`config.mk`:
```
export PLATFORM = sky130hd
export DESIGN_NAME = wdt_host_ctrl
export DESIGN_NICKNAME = d
export VERILOG_FILES = /design/src/rtl/wdt_host_pkg.sv /design/src/rtl/pulse_stretch.sv /design/src/rtl/wdt_host_ctrl.sv
export SDC_FILE = /design/constraint.sdc
export NUM_CORES = 1
export LEC_CHECK = 0
export BUFFER_PORTS_ARGS = -buffer_cell sky130_fd_sc_hd__buf_2
export CORE_MARGIN = 2
export CORE_UTILIZATION = 53
export DETAILED_ROUTE_END_ITERATION = 16
export PLACE_DENSITY = 0.84
export SYNTH_ARGS = -nofsm -noshare
export SYNTH_HDL_FRONTEND = slang
export SYNTH_SLANG_ARGS = --single-unit
```
`constraint.sdc`:
```
create_clock -name clk -period 2.51 [get_ports clk]
set_input_delay 0 -clock clk [delete_from_list [all_inputs] [get_ports clk]]
set_output_delay 0 -clock clk [all_outputs]
set_load 0.05 [all_outputs]
```
`src/rtl/wdt_host_pkg.sv`:
```
`default_nettype none
// ============================================================================
// Module      : wdt_host_pkg
// Description : Shared types and bit indices for the watchdog host front end.
//               - addr_e       : register word index on the request bus
//               - load_state_e : WTOCNT load handshake FSM states
//               - c_ctrl_* / c_st_* : CTRL and STATUS bit positions
// Revision    : 1.0  initial release
// ============================================================================
package wdt_host_pkg;

  typedef enum logic [1:0] {
    A_CTRL   = 2'd0,
    A_KICK   = 2'd1,
    A_TOCNT  = 2'd2,
    A_STATUS = 2'd3
  } addr_e;

  typedef enum logic [1:0] {
    IDLE   = 2'd0,
    LOAD   = 2'd1,
    SETTLE = 2'd2
  } load_state_e;

  // CTRL bit positions
  localparam int c_ctrl_en     = 0;
  localparam int c_ctrl_irq_en = 1;

  // STATUS bit positions
  localparam int c_st_wto       = 0;
  localparam int c_st_load_busy = 1;
  localparam int c_st_live_busy = 2;
  localparam int c_st_irq_pend  = 3;

endpackage : wdt_host_pkg
`default_nettype wire

```
`src/rtl/pulse_stretch.sv`:
```
`default_nettype none
// ============================================================================
// Module      : pulse_stretch
// Description : Retriggerable strobe stretcher. A one-cycle trig makes pulse
//               high for HOLD cycles starting the next cycle; a trig while
//               pulse is high restarts the hold with no gap.
// Ports       : clk   in  system clock
//               rst   in  asynchronous active-low reset
//               trig  in  one-cycle trigger
//               pulse out stretched, registered strobe
// Revision    : 1.0  initial release
// ============================================================================
module pulse_stretch #(
  parameter int HOLD = 4
) (
  input  logic clk,
  input  logic rst,
  input  logic trig,
  output logic pulse
);

  localparam int CW = $clog2(HOLD) + 1;

  logic [CW-1:0] r_cnt;
  logic          r_pulse;

  // r_cnt counts the remaining cycles after the current one; the output is a
  // flop so the slow domain never sees a decode glitch.
  always_ff @(posedge clk or negedge rst) begin
    if (!rst) begin
      r_cnt   <= '0;
      r_pulse <= 1'b0;
    end else if (trig) begin
      r_cnt   <= CW'(HOLD - 1);
      r_pulse <= 1'b1;
    end else if (r_cnt != '0) begin
      r_cnt   <= r_cnt - CW'(1);
    end else begin
      r_pulse <= 1'b0;
    end
  end

  assign pulse = r_pulse;

endmodule : pulse_stretch
`default_nettype wire

```
`src/rtl/wdt_host_ctrl.sv`:
```
`default_nettype none
// ============================================================================
// Module      : wdt_host_ctrl
// Description : clk-domain register front end for the watchdog timer.
//               Drives WDEN/WDLIVE/WTOCNT/WTOCNT_load, stretches the kick and
//               load strobes for the slower WDT clock, freezes WTOCNT over
//               each load handshake, synchronises WTO and raises a sticky irq.
// Ports       : clk, rst (async active-low)
//               req_valid/req_ready/req_write/req_addr/req_wdata : bus request
//               rsp_valid/rsp_rdata : read response, one cycle after accept
//               WTO : timeout from the WDT domain (async)
//               WDEN, WDLIVE, WTOCNT, WTOCNT_load : WDT control inputs
//               irq : irq_pend & CTRL.irq_en
// Revision    : 1.0  initial release
// ============================================================================
module wdt_host_ctrl #(
  parameter int LIVE_HOLD   = 4,
  parameter int LOAD_HOLD   = 4,
  parameter int SETTLE      = 4,
  parameter int SYNC_STAGES = 2
) (
  input  logic        clk,
  input  logic        rst,
  input  logic        req_valid,
  output logic        req_ready,
  input  logic        req_write,
  input  logic [1:0]  req_addr,
  input  logic [31:0] req_wdata,
  output logic        rsp_valid,
  output logic [31:0] rsp_rdata,
  input  logic        WTO,
  output logic        WDEN,
  output logic        WDLIVE,
  output logic [31:0] WTOCNT,
  output logic        WTOCNT_load,
  output logic        irq
);

  import wdt_host_pkg::*;

  localparam int C_MAX_HOLD = (LOAD_HOLD > SETTLE) ? LOAD_HOLD : SETTLE;
  localparam int CW         = $clog2(C_MAX_HOLD) + 1;

  // --------------------------------------------------------------------------
  // Request decode
  // --------------------------------------------------------------------------
  load_state_e r_state, w_state_nxt;
  logic        w_load_busy;
  logic        w_wr, w_rd;
  logic        w_kick, w_load_start, w_w1c;

  assign w_load_busy = (r_state != IDLE);

  // A TOCNT write during a handshake is held off rather than dropped.
  assign req_ready = ~(req_write && (req_addr == A_TOCNT) && w_load_busy);

  assign w_wr         = req_valid & req_ready & req_write;
  assign w_rd         = req_valid & req_ready & ~req_write;
  assign w_kick       = w_wr & (req_addr == A_KICK);
  assign w_load_start = w_wr & (req_addr == A_TOCNT);
  assign w_w1c        = w_wr & (req_addr == A_STATUS) & req_wdata[c_st_irq_pend];

  // --------------------------------------------------------------------------
  // CTRL register
  // --------------------------------------------------------------------------
  logic r_ctrl_en, r_ctrl_irq_en;

  always_ff @(posedge clk or negedge rst) begin
    if (!rst) begin
      r_ctrl_en     <= 1'b0;
      r_ctrl_irq_en <= 1'b0;
    end else if (w_wr && (req_addr == A_CTRL)) begin
      r_ctrl_en     <= req_wdata[c_ctrl_en];
      r_ctrl_irq_en <= req_wdata[c_ctrl_irq_en];
    end
  end

  assign WDEN = r_ctrl_en;

  // --------------------------------------------------------------------------
  // Kick stretcher
  // --------------------------------------------------------------------------
  logic w_live;

  pulse_stretch #(
    .HOLD (LIVE_HOLD)
  ) u_live (
    .clk   (clk),
    .rst   (rst),
    .trig  (w_kick),
    .pulse (w_live)
  );

  assign WDLIVE = w_live;

  // --------------------------------------------------------------------------
  // Load handshake FSM
  // --------------------------------------------------------------------------
  logic [CW-1:0] r_cnt, w_cnt_nxt;
  logic [31:0]   r_tocnt;
  logic          r_load;

  always_ff @(posedge clk or negedge rst) begin
    if (!rst) begin
      r_state <= IDLE;
      r_cnt   <= '0;
    end else begin
      r_state <= w_state_nxt;
      r_cnt   <= w_cnt_nxt;
    end
  end

  always_comb begin
    w_state_nxt = r_state;
    w_cnt_nxt   = r_cnt;
    case (r_state)
      IDLE: begin
        if (w_load_start) begin
          w_state_nxt = LOAD;
          w_cnt_nxt   = CW'(LOAD_HOLD - 1);
        end
      end
      LOAD: begin
        if (r_cnt == '0) begin
          w_state_nxt = wdt_host_pkg::SETTLE;
          w_cnt_nxt   = CW'(SETTLE - 1);
        end else begin
          w_cnt_nxt   = r_cnt - CW'(1);
        end
      end
      wdt_host_pkg::SETTLE: begin
        if (r_cnt == '0) begin
          w_state_nxt = IDLE;
        end else begin
          w_cnt_nxt   = r_cnt - CW'(1);
        end
      end
      default: begin
        w_state_nxt = IDLE;
        w_cnt_nxt   = '0;
      end
    endcase
  end

  // The TOCNT register doubles as the WTOCNT driver: it can only change on
  // the IDLE->LOAD edge because writes are stalled while busy. The strobe is
  // a flop fed from the next state so it is glitch free for the WDT domain.
  always_ff @(posedge clk or negedge rst) begin
    if (!rst) begin
      r_tocnt <= '0;
      r_load  <= 1'b0;
    end else begin
      r_load <= (w_state_nxt == LOAD);
      if (w_load_start) begin
        r_tocnt <= req_wdata;
      end
    end
  end

  assign WTOCNT      = r_tocnt;
  assign WTOCNT_load = r_load;

  // --------------------------------------------------------------------------
  // WTO synchroniser, edge detect and sticky interrupt
  // --------------------------------------------------------------------------
  logic [SYNC_STAGES-1:0] r_sync;
  logic                   w_wto_s;
  logic                   r_wto_d;
  logic                   r_irq_pend;
  logic                   w_wto_rise;

  always_ff @(posedge clk or negedge rst) begin
    if (!rst) begin
      r_sync <= '0;
    end else begin
      r_sync <= {r_sync[SYNC_STAGES-2:0], WTO};
    end
  end

  assign w_wto_s    = r_sync[SYNC_STAGES-1];
  assign w_wto_rise = w_wto_s & ~r_wto_d;

  // A new timeout edge beats a same-cycle W1C so no event is ever lost.
  always_ff @(posedge clk or negedge rst) begin
    if (!rst) begin
      r_wto_d    <= 1'b0;
      r_irq_pend <= 1'b0;
    end else begin
      r_wto_d <= w_wto_s;
      if (w_wto_rise) begin
        r_irq_pend <= 1'b1;
      end else if (w_w1c) begin
        r_irq_pend <= 1'b0;
      end
    end
  end

  assign irq = r_irq_pend & r_ctrl_irq_en;

  // --------------------------------------------------------------------------
  // Read path: data captured at acceptance, presented for one cycle
  // --------------------------------------------------------------------------
  logic [31:0] w_rdata;
  logic        r_rsp_valid;
  logic [31:0] r_rsp_rdata;

  always_comb begin
    w_rdata = '0;
    case (req_addr)
      A_CTRL: begin
        w_rdata[c_ctrl_en]     = r_ctrl_en;
        w_rdata[c_ctrl_irq_en] = r_ctrl_irq_en;
      end
      A_TOCNT: begin
        w_rdata = r_tocnt;
      end
      A_STATUS: begin
        w_rdata[c_st_wto]       = w_wto_s;
        w_rdata[c_st_load_busy] = w_load_busy;
        w_rdata[c_st_live_busy] = w_live;
        w_rdata[c_st_irq_pend]  = r_irq_pend;
      end
      default: begin
        w_rdata = '0;
      end
    endcase
  end

  always_ff @(posedge clk or negedge rst) begin
    if (!rst) begin
      r_rsp_valid <= 1'b0;
      r_rsp_rdata <= '0;
    end else begin
      r_rsp_valid <= w_rd;
      r_rsp_rdata <= w_rd ? w_rdata : 32'd0;
    end
  end

  assign rsp_valid = r_rsp_valid;
  assign rsp_rdata = r_rsp_rdata;

endmodule : wdt_host_ctrl
`default_nettype wire

```
After elaboration in Yosys (flattened, before gate mapping)
Index checks and enable logic that the tools add are counted.
W data, S select, Z words.
- input port bits: 39
- register bits: 81
- output and inout port bits: 70
- bitwise operators: 12
- add/sub/neg operators: 2
- multiplexer cells: 18
- reductions and logical operators: 11
- equality and inequality tests: 9
- operator list (operator ; count):
    $mux W32 ; 1
    $mux W28 ; 1
    $mux W3 ; 5
    $pmux W2 S3 ; 2
    $and A1 B1 Y1 ; 9
    $pmux W3 S3 ; 1
    $eq A2 B1 Y1 const B ; 3
    $eq A2 B2 Y1 const B ; 3
    $mux W2 ; 3
    $reduce_bool A2 Y1 ; 3
    $sub A3 B1 Y3 const B ; 2
    $logic_not A2 Y1 ; 2
    $mux W1 ; 4
    $ne A2 B2 Y1 const B ; 2
    $pmux W2 S2 ; 1
    $logic_and A1 B1 Y1 ; 3
    $logic_not A3 Y1 ; 1
    $not A1 Y1 ; 3
    $reduce_bool A3 Y1 ; 1
    $ne A2 B1 Y1 const B ; 1
    $reduce_and A2 Y1 ; 1

Depth between registers and ports, before layout
- word-level depth: 10
- depth in mapped cells: 6
- mapped depth without buffers: 5

Cells and area by module
A second synthesis with hierarchy kept.
- cells, all modules: 219
- area total of the unflattened synthesis: 3258.1 µm²
- by module, submodules not included (module ; times used ; seq. area each (µm²) ; area an instance (µm²) ; cells an instance):
    wdt_host_ctrl ; 1 ; 1926.8 ; 3047.9 ; 200
    pulse_stretch ; 1 ; 100.1 ; 210.2 ; 19

Worst setup path after synthesis
Ideal clock, no wire load.
- kind: reg2reg
- start: register r_state[0]
- end: register r_tocnt[0] (netlist: WTOCNT[0])
- period minus slack after synthesis: 1.440 ns
- setup slack: 1.070 ns
- stages on the path, launching flop included: 6
- path buffers: 2
- arrival: 1.314 ns
- required time: 2.385 ns
- cells stage by stage: dfrtp_1 > clkbuf_1 > nor2_1 > nand2_4 > buf_6 > mux2_4
- word-level cells in the longest chain between the ends: 6
- RTL lines (what ; RTL line ; source):
    start, declared ; wdt_host_ctrl.sv:47 ; load_state_e r_state, w_state_nxt;
    start signal, assigned ; wdt_host_ctrl.sv:108 ; r_state <= w_state_nxt;
    $reduce_bool A2 Y1 ; wdt_host_ctrl.sv:52 ; assign w_load_busy = (r_state != IDLE);
    $logic_and A1 B1 Y1 ; wdt_host_ctrl.sv:55 ; assign req_ready = ~(req_write && (req_addr == A_TOCNT) && w_load_busy);
    $not A1 Y1 ; wdt_host_ctrl.sv:55 ;
    $and A1 B1 Y1 (2 in series) ; wdt_host_ctrl.sv:57 ; assign w_wr = req_valid & req_ready & req_write;
    $and A1 B1 Y1 ; wdt_host_ctrl.sv:60 ; assign w_load_start = w_wr & (req_addr == A_TOCNT);
    end signal, assigned ; wdt_host_ctrl.sv:155 ; r_tocnt <= req_wdata;
    end, declared ; wdt_host_ctrl.sv:100 ; logic [31:0] r_tocnt;
No other way between the ends.
A chain may end at the register's enable or synchronous reset.

Worst setup path after layout
- start: register r_state[1]
- end: register r_tocnt[26] (netlist: WTOCNT[26])
The elaborated chain is that of the path after synthesis.

==> reports/results.ini <==
[cts]
cts_buffer_depth=2
cts.sinks=81
cts_tree=built
htree_levels=3
numCtsBuffers=9
root_buffer=clkbuf_8
path_clk_slew_ns=0.08
worstSkewPairLatency_ns=0.35

[synthesis]
synth_common_cells=81 x dfrtp_1, 29 x and2_1, 28 x mux2_4
ys_seq_area_frac=0.633
synth_nets=262
ys_seq_elements=81
postSynth.asyncResetShare=1.00
synth.cell_area_um2=3200
yosys.area.top_type=dfrtp_1
synthFlopType=dfrtp_1
post-synth-top-count-cell=dfrtp_1
synthCells=219
yosys-top-cells-area=dfrtp_1 63%, mux2_4 13%, and2_1 5.7%
ys_warn_count=0
synth_top_area_frac=0.633
synth_cell_type_count=34
synth_edf_count=0
avgSynthCellArea_um2=14.6

[worst_setup_path]
end_kind=flop
worst_ep_arrival_time_ns=1.97
path_class=flop to flop
slowest_stage=dfrtp_1
slowest_delay_ns=0.48
path_cells=nor2_1 -> nand2_4 -> mux2_4
cp_max_fo=34
cp_data_required_time_ns=2.74
worstSetupStartpointType=flop
cp_top_family=simple AND/OR/NAND/NOR gates
cp_num_buf_inv=0

[routing]
dr.first_iter.drc_count=90
drtAntennaViolNets=0
routedWlPerCell_um=16.2
viasPerCell=4.98
drtPass1Iterations=4
drc_errors=0
wirelength_um=7190
dr_total_vias=2210

[global_route]
grt_first_pass_wirelength_um=11300
grt.overflow.total=0
first_global_vias=2290
grt_antenna_before_repair=0
track_usage=0.237
grt_start_max_net_pins=82

[pwr]
p_sw_frac=0.447
p_sw_mw=2.33
power.leakage_nw=2.36
p_comb_frac=0.454
p_clk_frac=0.168
power_mw=5.22
powerDensity_nw_per_um2=1210
p_seq_frac=0.378
p_int_mw=2.89
ir_drop_mv=0.966

[placed_design]
placedCellCount=393
portBuffers=108
hpwl_um=4290
place_congestion=0.770

[finish]
drive_gt1_frac=0.442
final_cells=444
nNetsFinal=407
seq_area_um2=2030
area_delta_synth_final_pct=34.6
final_core_util=0.732
fillers=368
diodes=0
multi_input_area_um2=1080

[status]
status=complete, no violations

[floorplanning]
initial_core_util=0.544
rows=28
io_pins=109
die_h_um=81.7
die-width_um=81.7
fp.coreArea_um2=5890
dieArea_um2=6680

[timing]
hold_ws_ns=0.0398
hold_viol=0
rsz0062_at_grt=false
tns_ns=0
skew_ns=0.0169
slew_headroom=0.344
setup_viol=0
drv_slew=0
worst_pin_slew_ns=0.983
fin_crit_sh=0.695
post-route-min-period_ns=1.74
fmax_mhz=573

[worst_hold_path]
worst_hold_path_type=primary input to flop

[job]
maxCapViolations=0

cells in the final DEF, fill, tap and decap left out, drive strengths merged, types with 2 or more instances in the layout:
| master | count |
|---|---|
| a21o | 3 |
| dlygate4sd3 | 35 |
| clkbuf | 12 |
| nand2 | 7 |
| mux2i | 4 |
| o21ai | 4 |
| nor2 | 10 |
| inv | 7 |
| o22ai | 2 |
| and2 | 29 |
| dfrtp | 81 |
| ha | 4 |
| clkinv | 4 |
| mux2 | 35 |
| nand2b | 4 |
| buf | 109 |
| xnor2 | 3 |
what timing repair did:
action                    4_1_cts  5_1_grt
hold endpoints to repair      120        0
gates resized for setup         0        0
hold buffers                   35        0
setup buffers                   0        0
metrics by stage:
step	setup slack, ns	instance area [µm²]
global route	0.617	4310
global placement	0.852	3780
floorplan	1.07	3200
detailed placement	0.753	3780
CTS	0.753	4310
finish	0.765	4310
layout make-up:
cell class	instances	share of cell area
flip-flops and latches	81	0.470
multi-input cells	121	0.250
clock buffers	12	0.0360
well taps	75	0.0218
clock inverters	4	0.00639
repair buffers	144	0.209
inverters	7	0.00610
worst paths after layout:
check / start / end / slack [ns] / cells past startpoint
setup / recovery: r_state[1]$_DFF_PN0_ / WTOCNT[26]$_DFFE_PN0P_ / 0.77 / 3
hold / removal: req_valid / rsp_valid$_DFF_PN0_ / 0.04 / 3
setup reg to reg: r_state[1]$_DFF_PN0_ / WTOCNT[26]$_DFFE_PN0P_ / 0.77 / 3
hold reg to reg: r_sync[0]$_DFF_PN0_ / r_sync[1]$_DFF_PN0_ / 0.35 / 0
max in group asynchronous: rst / r_sync[1]$_DFF_PN0_ / 1.51 / 2
min in group asynchronous: rst / rsp_rdata[16]$_DFF_PN0_ / 0.36 / 2
flip-flops by register name (all words and copies together), names as in the netlist, 2 cells and up:
name,flops
r_state,2
r_sync,2
WTOCNT,32
u_live.r_cnt,3
rsp_rdata,32
r_cnt,3
logic make-up after synthesis:
group | Yosys count | share of synthesized area
buffers and inverters | 17 | 0.0297
AO/OA/AOI/OAI | 16 | 0.0348
flip-flops | 81 | 0.633
AND/OR/NAND/NOR | 59 | 0.110
multiplexers | 39 | 0.168
adder cells (fa/ha/maj) | 4 | 0.0156
XOR/XNOR | 3 | 0.00821
worst register-to-register path, stage by stage, from the launching register on:
cell	delay [ns]
dfrtp_1	0.48
nor2_1	0.29
nand2_4	0.40
mux2_4	0.48
power by group through the flow:
stage                     sequential [mW]  clock [mW]  combinational (mW)
final                                1.97       0.876                2.37
after CTS                            1.95       0.878                2.36
after global routing                 2.02       0.957                2.49
after detailed placement             1.98           0                2.31
after floorplan                      2.97           0               0.791
after global placement               1.95           0                2.26
metal layers:
layer / track usage / share of wire
met1: 0.274 / 0.39
met5: 0 / 0
met2: 0.407 / 0.53
met4: 0.135 / 0.037
met3: 0.0527 / 0.047
Note: power is estimated with default switching activity, not from simulation.
